File: config.mk
export PLATFORM = sky130hd
export DESIGN_NAME = seqgen
export DESIGN_NICKNAME = d
export VERILOG_FILES = /design/src/rtl/seqgen.sv
export SDC_FILE = /design/constraint.sdc
export NUM_CORES = 1
export LEC_CHECK = 0
export ABC_AREA = 1
export CORE_MARGIN = 5
export CORE_UTILIZATION = 53
export DETAILED_ROUTE_END_ITERATION = 10
export PLACE_DENSITY = 0.77
export SLEW_MARGIN = 20
export SYNTH_ARGS = -nofsm -noshare
export SYNTH_HDL_FRONTEND = slang
export SYNTH_SLANG_ARGS = --single-unit
File: constraint.sdc
create_clock -name clk -period 1.8 [get_ports clk]
set_input_delay 0.45 -clock clk [delete_from_list [all_inputs] [get_ports clk]]
set_output_delay 0.45 -clock clk [all_outputs]
set_load 0.02 [all_outputs]
File: src/rtl/seqgen.sv
// seqgen: serial pattern transmitter.
// On an accepted start it latches a W-bit pattern, a copy count and an idle-gap
// length, then shifts the pattern out MSB first on x, one bit per clock. The
// pattern is sent rep times, with gap idle cycles between consecutive copies.
// All outputs are registered.
//
// Ports
//   clk     in   1   rising-edge clock
//   rst     in   1   asynchronous reset, active-high
//   start   in   1   request, sampled only in IDLE
//   pat_in  in   W   pattern, latched on accepted start
//   rep_in  in   CW  copy count, latched on accepted start (0 = no data)
//   gap_in  in   GW  idle cycles between copies, latched on accepted start
//   x       out  1   serial data, 0 whenever x_vld=0
//   x_vld   out  1   x carries a pattern bit
//   x_last  out  1   x carries bit 0 of a copy
//   busy    out  1   request in progress (SEND or GAP)
//   done    out  1   one-cycle pulse after the request completes
//
// state | meaning
// IDLE  | waiting for start
// SEND  | driving pattern bit idx of the current copy
// GAP   | idle cycles between two copies
// DONE  | request finished, returns to IDLE on the next edge
module seqgen #(
   parameter int W  = 5,
   parameter int CW = 4,
   parameter int GW = 3
) (
   input  logic          clk,
   input  logic          rst,
   input  logic          start,
   input  logic [W-1:0]  pat_in,
   input  logic [CW-1:0] rep_in,
   input  logic [GW-1:0] gap_in,
   output logic          x,
   output logic          x_vld,
   output logic          x_last,
   output logic          busy,
   output logic          done
);

   localparam int IW = (W > 1) ? $clog2(W) : 1;
   localparam logic [IW-1:0] IDX_TOP = IW'(W - 1);

   typedef enum logic [1:0] {IDLE, SEND, GAP, DONE} state_t;

   state_t        state, state_n;
   logic [W-1:0]  pat, pat_n;
   logic [IW-1:0] idx, idx_n;
   logic [CW-1:0] rem, rem_n;
   logic [GW-1:0] gap, gap_n;
   logic [GW-1:0] gcnt, gcnt_n;

   logic x_n, x_vld_n, x_last_n, busy_n, done_n;

   // State and output registers
   always_ff @(posedge clk or posedge rst) begin
      if (rst) begin
         state  <= IDLE;
         pat    <= '0;
         idx    <= '0;
         rem    <= '0;
         gap    <= '0;
         gcnt   <= '0;
         x      <= 1'b0;
         x_vld  <= 1'b0;
         x_last <= 1'b0;
         busy   <= 1'b0;
         done   <= 1'b0;
      end else begin
         state  <= state_n;
         pat    <= pat_n;
         idx    <= idx_n;
         rem    <= rem_n;
         gap    <= gap_n;
         gcnt   <= gcnt_n;
         x      <= x_n;
         x_vld  <= x_vld_n;
         x_last <= x_last_n;
         busy   <= busy_n;
         done   <= done_n;
      end
   end

   // Next-state logic
   always_comb begin
      state_n = state;
      pat_n   = pat;
      idx_n   = idx;
      rem_n   = rem;
      gap_n   = gap;
      gcnt_n  = gcnt;
      case (state)
         IDLE: begin
            if (start) begin
               pat_n   = pat_in;
               rem_n   = rep_in;
               gap_n   = gap_in;
               idx_n   = IDX_TOP;
               state_n = (rep_in == '0) ? DONE : SEND;
            end
         end
         SEND: begin
            if (idx == '0) begin
               // rem counts the copy currently on the wire, so it is never 0 here
               rem_n = rem - 1'b1;
               if (rem == CW'(1)) begin
                  state_n = DONE;
               end else if (gap == '0) begin
                  idx_n = IDX_TOP;
               end else begin
                  state_n = GAP;
                  gcnt_n  = gap - 1'b1;
               end
            end else begin
               idx_n = idx - 1'b1;
            end
         end
         GAP: begin
            if (gcnt == '0) begin
               state_n = SEND;
               idx_n   = IDX_TOP;
            end else begin
               gcnt_n = gcnt - 1'b1;
            end
         end
         DONE: begin
            state_n = IDLE;
         end
         default: begin
            state_n = IDLE;
         end
      endcase
   end

   // Output logic: values the output registers take at the coming edge
   always_comb begin
      x_vld_n  = (state_n == SEND);
      x_n      = x_vld_n & pat_n[idx_n];
      x_last_n = x_vld_n & (idx_n == '0);
      busy_n   = (state_n == SEND) || (state_n == GAP);
      // After the last copy the pulse coincides with entering DONE. A zero-copy
      // request has no data to finish, so its pulse comes one edge later, on
      // the way out of DONE.
      done_n   = ((state_n == DONE) && (state != IDLE)) ||
                 ((state == DONE) && !done);
   end

endmodule

==> results.toml <==
[run_status]
status = "finished, final reports clean"

[cts]
cts_buffers = 3
cts_sinks = 25
clockBufferDepth = 2
htreeDepth = 1
root_buffer = "clkbuf_4"
ctsHoldBuffers = 0
clk_pin_slew_ps = 150
cts_tree = "yes"
clk_latency_ps = 330

[die]
rows = 18
core_area_mm2 = 0.00243
io_pins = 20
die-area_mm2 = 0.00361
die_y_um = 60.0
start_util = 0.546
die_w_um = 60.0

[place]
gp_congestion = 0.894
post-place-ws_ps = -300
port_buffers = 19
hpwlAfterDp_um = 2310

[power_and_ir_drop]
power_frac_comb = 0.052
peakVddDrop_v = 0.000420
report.power.total_mw = 0.876
p_seq_frac = 0.642
p_int_mw = 0.677
swShare = 0.227
p_clk_frac = 0.306
pwr_density_cell_mw_per_mm2 = 501
switchingPower_mw = 0.199
p_leak_nw = 0.939

[routing]
wl_per_cell_um = 14.4
drc = 0
drt_wl_total_um = 3320
ant_nets = 0
vias = 1246
avgViaCountPerCell = 5.39
dr.first_iter.drc_count = 72
drt_first_pass_iters = 7

[critical_path]
cp-end-kind = "flop"
worstSetupStartpointType = "flop"
worst_r2r_path_depth = 9
critPathSlowestCell = "dfrtp_1"
path_max_fanout = 2
r2r-start = "idx[1]$_DFF_PP0_"
path_cells = "inv_1 -> ha_4 -> buf_4 -> nand3_1 -> o21a_1 -> buf_4 -> ha_1 -> o21ai_0 -> o21ai_1"
crit_type = "reg -> reg"
critPathMostFrequentCell = "buf_4"
cp_top_family = "compound AO/OA/AOI/OAI gates"
required_ps = 2030
r2r-end = "done$_DFF_PP0_"
path_depth = 9
crit_end = "done$_DFF_PP0_"
crit_path_start = "idx[1]$_DFF_PP0_"
critPathArrivalTime_ps = 1980
max_stage_delay_ps = 410
ff2ff_setup_slack_ps = 40
cp_num_buf_inv = 3

[synth]
yosysTopAreaCell = "dfrtp_1"
yosys_most_used_dff = "dfrtp_1"
synth_fp_nets = 183
synth_area_mm2 = 0.00133
async_flop_share = 1.00
ys_ff_latch = 25
synthTopCellsByArea = "dfrtp_1 (47%), nand2_1 (11%), o21ai_0 (6.8%)"
netlist.area_leader.share = 0.471
ys_seq_area_frac = 0.471
synth_commonest_cells = "nand2_1 (38), dfrtp_1 (25), inv_1 (24)"
synthDistinctLibCells = 26
synth_area_per_cell_um2 = 8.25
syn_inst = 161
yosysWarnings = 0
synth_most_common_cell = "nand2_1"
synth_edf_count = 0

[timing]
setup_viol = 0
layout_min_cycle_time_ps = 1760
hold-worst-slack_ps = 448
setup_tns_ps = 0
fin_skew_ps = 9.62
slew_headroom = 0.784
slew_violations = 0
finalCritPeriodShare = 0.976
fmax_mhz = 569
rsz0062_at_grt = "yes"
finalHoldViolCount = 0
setup_ws_ps = 43.7
worstMarginPinSlew_ps = 323

[cells_and_area]
final_util = 0.719
diodes = 0
drive_gt1_frac = 0.194
area_growth_pct = 31.7
fillers = 193
final_nets = 224

[global_routing]
antenna_found_initial = 0
grt_start_max_net_pins = 26
grt.overflow.total = 0
grt_pass1_wl_um = 5280
grtUsageTotal = 0.198
grt_pass1_vias = 1208

[min_path]
hold_path.class = "in -> async"

[flow_run]
maxCapViolCount = 0
## per-stage QoR
stage / cells / area (um^2)
6_report: 231 / 1750
5_1_grt: 231 / 1750
4_1_cts: 229 / 1690
3_5_place_dp: 222 / 1640
3_3_place_gp: 222 / 1640
2_1_floorplan: 161 / 1330
## how the worst min path moves through the flow
stage	from	end	slack, ps	cells past startpoint
2_1_floorplan	pat[4]$_DFF_PP0_	pat[4]$_DFF_PP0_	440	2
3_3_place_gp	done$_DFF_PP0_	done$_DFF_PP0_	450	1
3_5_place_dp	done$_DFF_PP0_	done$_DFF_PP0_	460	1
4_1_cts	rst	pat[1]$_DFF_PP0_	470	3
5_1_grt	rst	pat[3]$_DFF_PP0_	500	3
6_report	rst	gap[2]$_DFFE_PP0P_	450	3
## worst reg2reg max path, cell delays in order (launching register included)
cell     delay (ps)
dfrtp_1         410
inv_1           120
ha_4            150
buf_4           110
nand3_1         110
o21a_1          270
buf_4           160
ha_1            170
o21ai_0          70
o21ai_1          80
## flip-flops by register name (all words and copies together) (netlist names)
signal	count
idx	3
rem	4
pat	5
gap	3
x_last	1
state	2
busy	1
x	1
x_vld	1
done	1
gcnt	3
## cell type report
class / instances / area, um^2 / share of cell area
repair buffers: 37 / 330 / 0.189
inverters: 26 / 97.6 / 0.0558
multi-input cells: 109 / 631 / 0.361
well taps: 30 / 37.5 / 0.0215
flip-flops and latches: 25 / 626 / 0.358
clock buffers: 4 / 26.3 / 0.0150
## cell usage in the layout (no fill, tap or decap), types with 2 or more instances in the layout
master	count
dfrtp_1	25
clkdlybuf4s50_1	17
xor2_1	2
dlymetal6s2s_1	2
o21ai_2	2
nand2_2	5
inv_2	4
nor2_2	2
ha_4	2
nand3_1	10
inv_1	22
nand2_1	35
o21ai_1	5
clkbuf_4	3
a21oi_1	4
ha_1	5
o21ai_0	15
nor2_1	9
or2_0	3
buf_4	18
## power by group through the flow
| stage | sequential (mW) | clock, mW | combinational (mW) |
|---|---|---|---|
| after global routing | 0.562 | 0.293 | 0.0502 |
| after CTS | 0.562 | 0.259 | 0.0468 |
| final | 0.562 | 0.268 | 0.0457 |
| after floorplan | 0.572 | 0 | 0.00916 |
| after global placement | 0.572 | 0 | 0.0461 |
| after detailed placement | 0.572 | 0 | 0.0471 |
## layer usage
metal  vias up  part of all wire  GRT usage
li1        600                 -          -
met1       565              0.41      0.235
met2        62              0.50      0.340
met3        19             0.059     0.0324
met4         0             0.036      0.104
met5         -                 0          0
## cell families after synthesis
kind of cell | after synthesis | synth area share
flops | 25 | 0.471
simple gates | 68 | 0.230
buf+inv | 27 | 0.0820
fa+ha+maj | 7 | 0.0660
compound gates | 32 | 0.138
xor+xnor | 2 | 0.0132
## repair_timing
| action | in CTS | in global routing |
|---|---|---|
| buffers inserted | 3 | 2 |
| pin swaps | 2 | 5 |
| endpoints found under the hold margin | 0 | 0 |
| endpoints found under the setup margin | 1 | 4 |
| resized for setup | 2 | 13 |
Power figures use the tool's default switching activity.
